[config.mk]
export PLATFORM = sky130hd
export DESIGN_NAME = uart_tx_arbiter
export DESIGN_NICKNAME = d
export VERILOG_FILES = /design/src/rtl/uart_arb_pkg.sv /design/src/rtl/uart_arb_rr.sv /design/src/rtl/uart_tx_arbiter.sv
export SDC_FILE = /design/constraint.sdc
export NUM_CORES = 1
export LEC_CHECK = 0
export CORE_MARGIN = 2
export CORE_UTILIZATION = 30
export DETAILED_ROUTE_END_ITERATION = 6
export HOLD_SLACK_MARGIN = 0.03
export PLACE_DENSITY = 0.66
export RECOVER_POWER = 50
export SETUP_SLACK_MARGIN = 0.4
export SYNTH_ARGS = -nofsm -noshare
export SYNTH_HDL_FRONTEND = slang
export SYNTH_SLANG_ARGS = --single-unit
export TNS_END_PERCENT = 50
[constraint.sdc]
create_clock -name clk -period 4.7 [get_ports clk]
set_input_delay 0.94 -clock clk [delete_from_list [all_inputs] [get_ports clk]]
set_output_delay 0.94 -clock clk [all_outputs]
set_load 0.03 [all_outputs]
[src/rtl/uart_arb_pkg.sv]
// ============================================================================
// Module   : uart_arb_pkg
// Purpose  : Shared types and constants for the UART transmit arbiter.
// Revision : 1.0 - initial release
// ============================================================================
`default_nettype none

package uart_arb_pkg;

  typedef enum logic [1:0] {
    ST_IDLE       = 2'd0,
    ST_LAUNCH     = 2'd1,
    ST_WAIT_START = 2'd2,
    ST_WAIT_DONE  = 2'd3
  } arb_state_e;

  localparam logic       REQ_CPU  = 1'b0;
  localparam logic       REQ_DBG  = 1'b1;
  localparam logic [7:0] ASCII_LF = 8'h0A;

endpackage

`default_nettype wire

[src/rtl/uart_arb_rr.sv]
// ============================================================================
// Module   : uart_arb_rr
// Purpose  : Combinational 2-way round-robin picker with optional lock.
// Revision : 1.0 - initial release
// ============================================================================
`default_nettype none

module uart_arb_rr
  import uart_arb_pkg::*;
(
  input  logic [1:0] i_valid,      // bit 0 = CPU, bit 1 = debug
  input  logic       i_last_grant,
  input  logic       i_lock_en,
  input  logic       i_lock_id,
  output logic       o_winner
);

  always_comb begin
    o_winner = ~i_last_grant;
    if (i_lock_en) begin
      o_winner = i_lock_id;
    end else begin
      case (i_valid)
        2'b01:   o_winner = REQ_CPU;
        2'b10:   o_winner = REQ_DBG;
        default: o_winner = ~i_last_grant;  // tie or nobody: alternate
      endcase
    end
  end

endmodule

`default_nettype wire

[src/rtl/uart_tx_arbiter.sv]
// ============================================================================
// Module   : uart_tx_arbiter
// Purpose  : Shares one UART transmitter between CPU and debug byte sources.
//            Optional line lock enabled by defining UART_ARB_LINE_LOCK_EN.
// Revision : 1.0 - initial release
// ============================================================================
`default_nettype none

module uart_tx_arbiter
  import uart_arb_pkg::*;
#(
  parameter int START_TIMEOUT = 15,
  parameter int LOCK_TIMEOUT  = 1023
) (
  input  logic       clk,
  input  logic       reset_button,
  input  logic       cpu_valid,
  input  logic [7:0] cpu_data,
  output logic       cpu_ready,
  input  logic       dbg_valid,
  input  logic [7:0] dbg_data,
  output logic       dbg_ready,
  output logic       uart_transmit,
  output logic [7:0] uart_tx_byte,
  input  logic       uart_busy,
  output logic       grant_id,
  output logic       arb_busy,
  output logic       start_err
);

  localparam int SCW = (START_TIMEOUT > 0) ? $clog2(START_TIMEOUT + 1) : 1;

  arb_state_e       r_state;
  arb_state_e       w_state_next;
  logic [SCW-1:0]   r_start_cnt;
  logic [SCW-1:0]   w_start_cnt_inc;
  logic [7:0]       r_tx_byte;
  logic             r_grant;
  logic             r_start_err;
  logic             w_winner;
  logic             w_idle_free;
  logic             w_cpu_xfer;
  logic             w_dbg_xfer;
  logic             w_xfer;
  logic             w_xfer_id;
  logic [7:0]       w_xfer_data;
  logic             w_start_to;
  logic             w_lock_en;
  logic             w_lock_id;

  uart_arb_rr u_rr (
    .i_valid      ({dbg_valid, cpu_valid}),
    .i_last_grant (r_grant),
    .i_lock_en    (w_lock_en),
    .i_lock_id    (w_lock_id),
    .o_winner     (w_winner)
  );

  // Ready is withheld while a frame from before a reset is still on the line.
  assign w_idle_free = (r_state == ST_IDLE) & ~uart_busy & reset_button;
  assign cpu_ready   = w_idle_free & (w_winner == REQ_CPU);
  assign dbg_ready   = w_idle_free & (w_winner == REQ_DBG);

  assign w_cpu_xfer  = cpu_valid & cpu_ready;
  assign w_dbg_xfer  = dbg_valid & dbg_ready;
  assign w_xfer      = w_cpu_xfer | w_dbg_xfer;
  assign w_xfer_id   = w_dbg_xfer ? REQ_DBG : REQ_CPU;
  assign w_xfer_data = w_dbg_xfer ? dbg_data : cpu_data;

  assign w_start_cnt_inc = (r_start_cnt == SCW'(START_TIMEOUT)) ? r_start_cnt
                                                                : r_start_cnt + SCW'(1);
  assign w_start_to = (r_state == ST_WAIT_START) & ~uart_busy &
                      (w_start_cnt_inc == SCW'(START_TIMEOUT));

  always_ff @(posedge clk or negedge reset_button) begin
    if (!reset_button) begin
      r_state <= ST_IDLE;
    end else begin
      r_state <= w_state_next;
    end
  end

  always_comb begin
    w_state_next = r_state;
    case (r_state)
      ST_IDLE:       if (w_xfer) w_state_next = ST_LAUNCH;
      ST_LAUNCH:     w_state_next = ST_WAIT_START;
      ST_WAIT_START: begin
        if (uart_busy)       w_state_next = ST_WAIT_DONE;
        else if (w_start_to) w_state_next = ST_IDLE;
      end
      ST_WAIT_DONE:  if (!uart_busy) w_state_next = ST_IDLE;
      default:       w_state_next = ST_IDLE;
    endcase
  end

  always_comb begin
    uart_transmit = (r_state == ST_LAUNCH);
    arb_busy      = (r_state != ST_IDLE);
  end

  always_ff @(posedge clk or negedge reset_button) begin
    if (!reset_button) begin
      r_tx_byte   <= 8'h00;
      r_grant     <= REQ_DBG;  // makes the CPU win the first tie
      r_start_cnt <= '0;
      r_start_err <= 1'b0;
    end else begin
      r_start_err <= w_start_to;
      if (w_xfer) begin
        r_tx_byte <= w_xfer_data;
        r_grant   <= w_xfer_id;
      end
      if (r_state == ST_LAUNCH) begin
        r_start_cnt <= '0;
      end else if ((r_state == ST_WAIT_START) && !uart_busy) begin
        r_start_cnt <= w_start_cnt_inc;
      end
    end
  end

  assign uart_tx_byte = r_tx_byte;
  assign grant_id     = r_grant;
  assign start_err    = r_start_err;

`ifdef UART_ARB_LINE_LOCK_EN
  localparam int LCW = (LOCK_TIMEOUT > 0) ? $clog2(LOCK_TIMEOUT + 1) : 1;

  logic           r_lock_en;
  logic           r_lock_id;
  logic [LCW-1:0] r_lock_idle;
  logic [LCW-1:0] w_lock_idle_inc;
  logic           w_holder_valid;
  logic           w_lock_expire;

  assign w_holder_valid  = (r_lock_id == REQ_DBG) ? dbg_valid : cpu_valid;
  assign w_lock_idle_inc = (r_lock_idle == LCW'(LOCK_TIMEOUT)) ? r_lock_idle
                                                               : r_lock_idle + LCW'(1);
  assign w_lock_expire   = r_lock_en & (r_state == ST_IDLE) & ~w_holder_valid &
                           (w_lock_idle_inc == LCW'(LOCK_TIMEOUT));

  // Lock holds until the holder ends its line, goes quiet, or its byte is lost.
  always_ff @(posedge clk or negedge reset_button) begin
    if (!reset_button) begin
      r_lock_en   <= 1'b0;
      r_lock_id   <= REQ_CPU;
      r_lock_idle <= '0;
    end else if (w_start_to) begin
      r_lock_en   <= 1'b0;
      r_lock_idle <= '0;
    end else if (w_xfer) begin
      r_lock_en   <= (w_xfer_data != ASCII_LF);
      r_lock_id   <= w_xfer_id;
      r_lock_idle <= '0;
    end else if (r_lock_en && (r_state == ST_IDLE)) begin
      if (w_holder_valid) begin
        r_lock_idle <= '0;
      end else if (w_lock_expire) begin
        r_lock_en   <= 1'b0;
        r_lock_idle <= '0;
      end else begin
        r_lock_idle <= w_lock_idle_inc;
      end
    end
  end

  assign w_lock_en = r_lock_en;
  assign w_lock_id = r_lock_id;
`else
  assign w_lock_en = 1'b0;
  assign w_lock_id = REQ_CPU;
`endif

endmodule

`default_nettype wire

== After elaboration in Yosys (flattened, before gate mapping) ==
Index checks and enable logic that the tools add are counted.

* Register bits: 16
* Input port bits: 21
* Output and inout bits: 14
* Word-level logic and storage cells: 45

* Add/sub/neg operators: 1
* Eq/ne operators: 10
* Muxes and demuxes: 11
* Bitwise logic cells: 12
* Reduce and logical (&&, ||, !) cells: 6

{| class="wikitable"
|+ Operator list
! kind !! number
|-
| $mux 4 || 3
|-
| $and 1x1->1 || 8
|-
| $eq 4x4->1 const B || 2
|-
| $mux 2 || 4
|-
| $mux 8 || 1
|-
| $pmux 2 s4 || 1
|-
| $eq 2x2->1 const B || 3
|-
| $add 4x1->4 const B || 1
|-
| $eq 2x1->1 const B || 2
|-
| $ne 2x2->1 const B || 2
|-
| $reduce_bool 2->1 || 2
|-
| $ne 3x3->1 const B || 1
|-
| $not 1->1 || 3
|-
| $reduce_and 3->1 || 1
|-
| $logic_not 2->1 || 1
|-
| $pmux 1 s2 || 1
|-
| $logic_and 1x1->1 || 1
|-
| $logic_not 1->1 || 1
|-
| $mux 1 || 1
|-
| $or 1x1->1 || 1
|}

== Longest topological paths before layout ==
Gate-level depths: netlist (run 1).

* Depth after elaboration: 8
* Depth in mapped cells: 6

== Cells and area by module ==
A second synthesis (run 1) with hierarchy kept.

* Cell total of the unflattened synthesis: 108
* Area, all modules: 1014.7 um^2

{| class="wikitable"
|+ By module, submodules not included
! module !! instances !! cells each !! area an instance (um^2) !! seq. area each (um^2)
|-
| uart_tx_arbiter || 1 || 102 || 970.9 || 401.6
|-
| uart_arb_rr || 1 || 6 || 43.8 || 0.0
|}

== Worst setup path before layout (run 1) ==
Ideal clock, no wire load.

* Path type: input to output
* From: in cpu_valid
* To: out dbg_ready
* Arrival: 2.194 ns
* Data required time: 3.760 ns
* Path slack: 1.566 ns
* Stages on the path: 4
* Path buffers: 0
* Path through: inv_1 -> ha_1 -> nand2b_1 -> a21boi_0

* Word-level cells in the longest chain between the ends: 3
* Elaborated cells on any way between the ends: 4

{| class="wikitable"
|+ Ends and longest elaborated chain
! what !! RTL line !! RTL
|-
| start, declared || uart_tx_arbiter.sv:17 || <nowiki>input logic cpu_valid,</nowiki>
|-
| $eq 2x2->1 or $eq 2x1->1 (tied branches) || uart_arb_rr.sv:23 || <nowiki>case (i_valid)</nowiki>
|-
| $pmux 1 s2 * || uart_arb_rr.sv:23 ||
|-
| $and 1x1->1 * || uart_tx_arbiter.sv:62 || <nowiki>assign dbg_ready = w_idle_free & (w_winner == REQ_DBG);</nowiki>
|-
| end, declared || uart_tx_arbiter.sv:22 || <nowiki>output logic dbg_ready,</nowiki>
|}

Mark *: on every way between the ends. The rest lies on a longest branch, timed or not.

== Worst setup path after layout (run 1) ==
* From: in uart_busy
* To: out dbg_ready

* Word-level cells in the longest chain between the ends: 4

{| class="wikitable"
|+ Ends and longest elaborated chain
! what !! RTL line !! RTL
|-
| start, declared || uart_tx_arbiter.sv:25 || <nowiki>input logic uart_busy,</nowiki>
|-
| $not 1->1 || uart_tx_arbiter.sv:60 || <nowiki>assign w_idle_free = (r_state == ST_IDLE) & ~uart_busy & reset_button;</nowiki>
|-
| $and 1x1->1 (2 in series) || uart_tx_arbiter.sv:60 ||
|-
| $and 1x1->1 || uart_tx_arbiter.sv:62 ||
|}

No other way between the ends.

==> metrics.md, run 1 <==
| Metric | Value |
|---|---|
| Total Wirelength | `2090 um` |
| NetSw | `0.000273 W` |
| Drt drc | `0` |
| CTS resizes | `0` |
| Syn nets | `116` |
| Synth Cell Area | `846 sq um` |
| Layout cells sized above 1 | `0.0534` |
| RD Place Congestion | `0.765` |
| CTS Buffer Depth | `2` |
| H-tree Lvls | `1` |
| Fin crit share | `0.813` |
| Critical path's top delay family | `buffers and inverters` |
| Crit path arrival time | `2880 ps` |
| Static Leak | `0.540 nW` |
| Post-CTS Hold Buffers | `0` |
| Initial Utilization | `0.312` |
| Skew-Pair Late Insertion Delay | `280 ps` |
| CP Max Fanout | `6` |
| RSZ-0062 raised after global routing | `false` |
| CP Depth | `4` |
| WL per Instance | `12.9 um` |
| Kind of critical path | `primary input to output pin` |
| Final setup viols | `0` |
| First-pass GRT wire length | `3460 um` |
| Diode count | `0` |
| Max stage delay on crit path | `690 ps` |
| Sequential area share after synthesis | `0.475` |
| Area contributors post-synth | `dfrtp_1, o22ai_1, a21oi_1` |
| Synth Warn # | `0` |
| Required @ worst endpoint | `3760 ps` |
| Max Clk Rate | `262 MHz` |
| Overall Power | `0.000651 W` |
| Rel. slew slack | `0.415` |
| Clock period minus worst slack | `3820 ps` |
| Site Rows | `19` |
| Initial antenna violation count | `0` |
| Max Cap Viol | `0` |
| R2R cell count | `4` |
| TNS Setup | `0 ps` |
| Hpwl dp | `1580 um` |
| Total track usage | `0.133` |
| Synth Flop Type | `dfrtp_1` |
| Clock Sinks | `16` |
| Slowest cell on the critical path | `clkdlybuf4s50_1` |
| CP Cell Sequence | `dlygate4sd3_1 > nor4b_2 > a21boi_0 > clkdlybuf4s50_1` |
| Ys async rst share | `1.00` |
| Post-CTS setup buffer count | `0` |
| CTS root buf | `clkbuf_4` |
| Sw Share | `0.419` |
| Vert. Die Dim | `57.1 um` |
| Comb power frac | `0.510` |
| Synth Area per Inst | `9.09 sq um` |
| Pwr per Cell Area | `522 nW/um^2` |
| Post-Syn Instances | `93` |
| Sequential Power Share | `0.375` |
| Core area | `2710 sq um` |
| Die ar. | `3260 sq um` |
| Crit path buf inv count | `2` |
| Top cell type's share of synthesized area | `0.444` |
| Top-Level Pins | `35` |
| Cell-internal power | `0.000378 W` |
| Number of CTS-inserted buffers | `3` |
| Nature of the critical path startpoint | `primary input` |
| Post-detailed-route via-to-cell ratio | `4.98` |
| WHS Path Cells | `2` |
| Die Width | `57.1 um` |
| Remaining antenna violation count after routing | `0` |
| VDD IR max | `0.000287 V` |
| Yosys reg bits | `16` |
| Endpoint class of the critical path | `output pin` |
| PortBufs | `34` |
| Status | `finished, final reports clean` |
| Final #Nets | `155` |
| CTS tree | `yes` |
| Clk pin slew, worst setup/hold paths | `90 ps` |
| Clock share of power | `0.115` |
| 1st-iter DRT viols | `14` |
| Hold crit path type | `flop to flop` |
| Via Count | `807` |
| Vias in the first global route | `804` |
| Pins Over Slew Limit | `0` |
| Slew @ Worst Pin | `877 ps` |
| DRT Pass-1 Iters | `4` |
| Area Overhead vs Synth | `47.6%` |
| Number of synthesized flops with an enable pin | `0` |
| Count of different cell masters after synthesis | `30` |
| Total grt overflow | `0` |
| Cell accounting for the most synthesized area | `dfrtp_1` |
| Clk_skew | `3.33 ps` |
| Final hold vios | `0` |
| Largest net degree at the start of global routing | `17` |
-- per-stage QoR --
step	instance area, sq um	worst slack, ps	std cells	utilization	hold WS [ps]
final	1250	878	162	0.461	478
after global placement	1230	940	158	0.453	467
after detailed placement	1230	869	158	0.453	469
after CTS	1250	870	162	0.463	483
after floorplan	846	1570	93	-	528
after global routing	1250	734	162	0.461	494
-- cells in the final DEF (no fill, tap or decap), types with 2 or more instances in the layout --
cell	instances
clkdlybuf4s50_1	30
dfrtp_1	15
inv_1	13
a21oi_1	10
o22ai_1	9
nand2_1	7
nor2_1	5
dlygate4sd3_1	4
nand2b_1	3
o21ai_0	3
nor3_1	3
clkbuf_4	3
a21boi_0	2
nor2b_1	2
nand3_1	2
ha_1	2
clkbuf_1	2
-- power groups by stage --
stage	clock network (W)	registers [W]	logic, W
2_1_floorplan	0	0.000310	0.000137
3_3_place_gp	0	0.000243	0.000333
3_5_place_dp	0	0.000247	0.000340
4_1_cts	0.0000812	0.000245	0.000340
5_1_grt	0.0000858	0.000254	0.000360
6_report	0.0000748	0.000244	0.000332
-- registers in the layout, summed over array words and instances (netlist names) --
signal        flops
uart_tx_byte      8
grant_id          1
r_start_cnt       4
r_state           2
start_err         1
-- synth_stat cells, drive strengths merged (2+ instances only) --
cell type	instances
ha	2
o21ai	4
nor2	5
nand2b	3
nor2b	2
dfrtp	15
o22ai	9
a21oi	10
nand2	7
nand3	2
nor3	3
a21boi	2
inv	13
-- worst paths after layout --
check / start / slack, ps / to
max: uart_busy / 880 / dbg_ready
min: grant_id$_DFFE_PN1P_ / 480 / grant_id$_DFFE_PN1P_
max reg2reg: r_state[1]$_DFFE_PN0P_ / 2740 / uart_tx_byte[4]$_DFFE_PN0P_
min reg2reg: grant_id$_DFFE_PN1P_ / 480 / grant_id$_DFFE_PN1P_
max in group asynchronous: reset_button / 2850 / uart_tx_byte[3]$_DFFE_PN0P_
min in group asynchronous: reset_button / 1310 / uart_tx_byte[1]$_DFFE_PN0P_
-- layer usage --
layer	up-vias	routed length (um)	GRT usage
met5	-	0	0
met4	0	0	0.0399
met3	0	184	0.0408
met2	27	977	0.223
met1	371	930	0.164
li1	409	-	-
-- final cells by class --
type                       instances  area [sq um]
sequential                        16           402
clock buffer                       4          26.3
timing repair buffer              35           344
tap                               31          38.8
inverter                          13          48.8
multi-input combinational         63           389
fill                             263          1460
-- worst reg2reg max path, stage by stage, from the launching register on --
cell,delay (ps)
dfrtp_1,520
nor4b_2,480
nand4_1,450
o22ai_1,320
a21oi_1,60
-- logic make-up after synthesis --
group / after synthesis / synth area share
simple gates: 29 / 0.194
mux: 1 / 0.0133
flops: 16 / 0.475
fa+ha+maj: 2 / 0.0296
compound gates: 30 / 0.216
buf+inv: 14 / 0.0621
xor+xnor: 1 / 0.0104
No activity file was read; power rests on OpenSTA's default activity.
==> run 2: changes to the inputs <==
- clock period: 4.7 -> 3.6 ns (I/O delays scaled with it)
==> metrics.md, run 2 (same netlist as run 1, synthesis figures left out) <==
| Metric | Value |
|---|---|
| DRT Pass-1 Iters | `4 (unchanged)` |
| Rel. slew slack | `0.428 (+0.0123)` |
| CP Max Fanout | `6 (unchanged)` |
| Static Leak | `0.550 nW (+1.9%)` |
| Total track usage | `0.142 (+0.00874)` |
| Max reg flops | `8 (unchanged)` |
| Clock period minus worst slack | `2890 ps` |
| CTS tree | `yes` |
| Finished Layout Cells | `162 (unchanged)` |
| Area of the multi-input gates | `389 sq um (unchanged)` |
| CP Depth | `4 (unchanged)` |
| Number of CTS-inserted buffers | `3 (unchanged)` |
| Max stage delay on crit path | `630 ps (-60 ps)` |
| Post-detailed-route via-to-cell ratio | `5.15 (+3.3%)` |
| Area Overhead vs Synth | `48.2%` |
| Skew-Pair Late Insertion Delay | `280 ps (about the same)` |
| Max Clk Rate | `346 MHz` |
| Final setup viols | `0 (unchanged)` |
| Slew @ Worst Pin | `859 ps (-18.5 ps)` |
| Post-route core utilization | `0.463 (+0.00185)` |
| Overall Power | `0.000873 W (+34%)` |
| CTS resizes | `0 (unchanged)` |
| Slowest cell on the critical path | `dlygate4sd3_1` |
| Clock Sinks | `16 (unchanged)` |
| Final hold vios | `0 (unchanged)` |
| Critical path's top delay family | `buffers and inverters` |
| Pins Over Slew Limit | `0 (unchanged)` |
| Number of fill cells in the layout | `288 (+9.5%)` |
| Clk_skew | `1.63 ps (-1.70 ps)` |
| H-tree Lvls | `1 (unchanged)` |
| Initial antenna violation count | `0 (unchanged)` |
| 1st-iter DRT viols | `22 (+8)` |
| Vert. Die Dim | `57.1 um (unchanged)` |
| Post-CTS Hold Buffers | `0 (unchanged)` |
| R2R cell count | `4 (unchanged)` |
| WL per Instance | `13.4 um (+3.4%)` |
| Endpoint class of the critical path | `output pin` |
| Diode count | `0 (unchanged)` |
| Fin crit share | `0.804` |
| Largest net degree at the start of global routing | `17 (unchanged)` |
| Die ar. | `3260 sq um (unchanged)` |
| Final #Nets | `155 (unchanged)` |
| Site Rows | `19 (unchanged)` |
| Initial Utilization | `0.312 (unchanged)` |
| Top-Level Pins | `35 (unchanged)` |
| Clk pin slew, worst setup/hold paths | `100 ps (about the same)` |
| CTS Buffer Depth | `2 (unchanged)` |
| WHS Path Cells | `2 (unchanged)` |
| VDD IR max | `0.000382 V (+33%)` |
| Crit path arrival time | `2170 ps (-710 ps)` |
| RD Place Congestion | `0.769 (+0.56%)` |
| Die Width | `57.1 um (unchanged)` |
| CP Cell Sequence | `dlygate4sd3_1 > nor4b_2 > a21boi_0 > buf_4` |
| Via Count | `834 (+3.3%)` |
| TNS Setup | `0 ps (unchanged)` |
| Core area | `2710 sq um (unchanged)` |
| Hpwl dp | `1670 um (+5.3%)` |
| CTS root buf | `clkbuf_4` |
| Remaining antenna violation count after routing | `0 (unchanged)` |
| Drt drc | `0 (unchanged)` |
| Commonest non-fill, non-tap cell in the layout | `clkdlybuf4s50_1` |
| Vias in the first global route | `880 (+9.5%)` |
| Required @ worst endpoint | `2880 ps (-880 ps)` |
| Hold crit path type | `flop to flop` |
| Post-CTS setup buffer count | `0 (unchanged)` |
| Layout cells sized above 1 | `0.0763 (+0.0229)` |
| Crit path buf inv count | `2 (unchanged)` |
| Total Wirelength | `2160 um (+3.4%)` |
| Pwr per Cell Area | `696 nW/um^2 (+33%)` |
| Status | `finished, final reports clean` |
| Placed instance count | `158 (unchanged)` |
| Most frequent cells in the layout | `clkdlybuf4s50_1, dfrtp_1, inv_1` |
| PortBufs | `34 (unchanged)` |
| Max Cap Viol | `0 (unchanged)` |
| FF+latch area | `402 sq um (unchanged)` |
| Nature of the critical path startpoint | `primary input` |
| First-pass GRT wire length | `3730 um (+7.6%)` |
| Total grt overflow | `0 (unchanged)` |
| Final hold slack | `485 ps (+6.38 ps)` |
| Kind of critical path | `primary input to output pin` |
| RSZ-0062 raised after global routing | `false` |
==> run 2: changes by cell type in the layout (fill, tap and decap cells not counted) <==
cell / delta
clkbuf_1: -1
clkbuf_8: +1
clkdlybuf4s50_1: -2
buf_4: +2
==> run 2: metrics by stage <==
step	worst slack, ps	instance area, sq um
floorplan	906	846
global placement	788	1220
detailed placement	684	1220
CTS	687	1260
global route	573	1250
finish	706	1250
==> run 2: routing by layer <==
layer | part of all wire | GRT usage | vias up
li1 | - | - | 406
met1 | 0.44 | 0.166 | 397
met2 | 0.48 | 0.255 | 31
met3 | 0.084 | 0.0385 | 0
met4 | 0 | 0.0365 | 0
met5 | 0 | 0 | -
==> run 2: tightest hold or removal path, cell delays in order, from the launching register on <==
cell	delay (ps)
dfstp_2	390
nand2_1	50
nand2_1	50
==> run 2: final timing paths <==
path                                                to  slack, ps                    from
setup / recovery                             dbg_ready        710               uart_busy
hold / removal                    grant_id$_DFFE_PN1P_        480    grant_id$_DFFE_PN1P_
setup reg to reg           uart_tx_byte[5]$_DFFE_PN0P_       1630  r_state[1]$_DFFE_PN0P_
hold reg to reg                   grant_id$_DFFE_PN1P_        480    grant_id$_DFFE_PN1P_
max in group asynchronous   r_start_cnt[0]$_DFFE_PN0P_       1980            reset_button
min in group asynchronous  uart_tx_byte[1]$_DFFE_PN0P_       1100            reset_button
==> run 2: final cells by class <==
class | count | area share
clock buffers | 4 | 0.0289
multi-input cells | 63 | 0.310
repair buffers | 35 | 0.270
inverters | 13 | 0.0389
well taps | 31 | 0.0309
flip-flops and latches | 16 | 0.320
==> run 2: power breakdown <==
part           internal (W)  total (W)  switching [W]
Combinational      0.000196   0.000436       0.000240
Clock             0.0000615   0.000118      0.0000564
Sequential         0.000254   0.000319      0.0000646
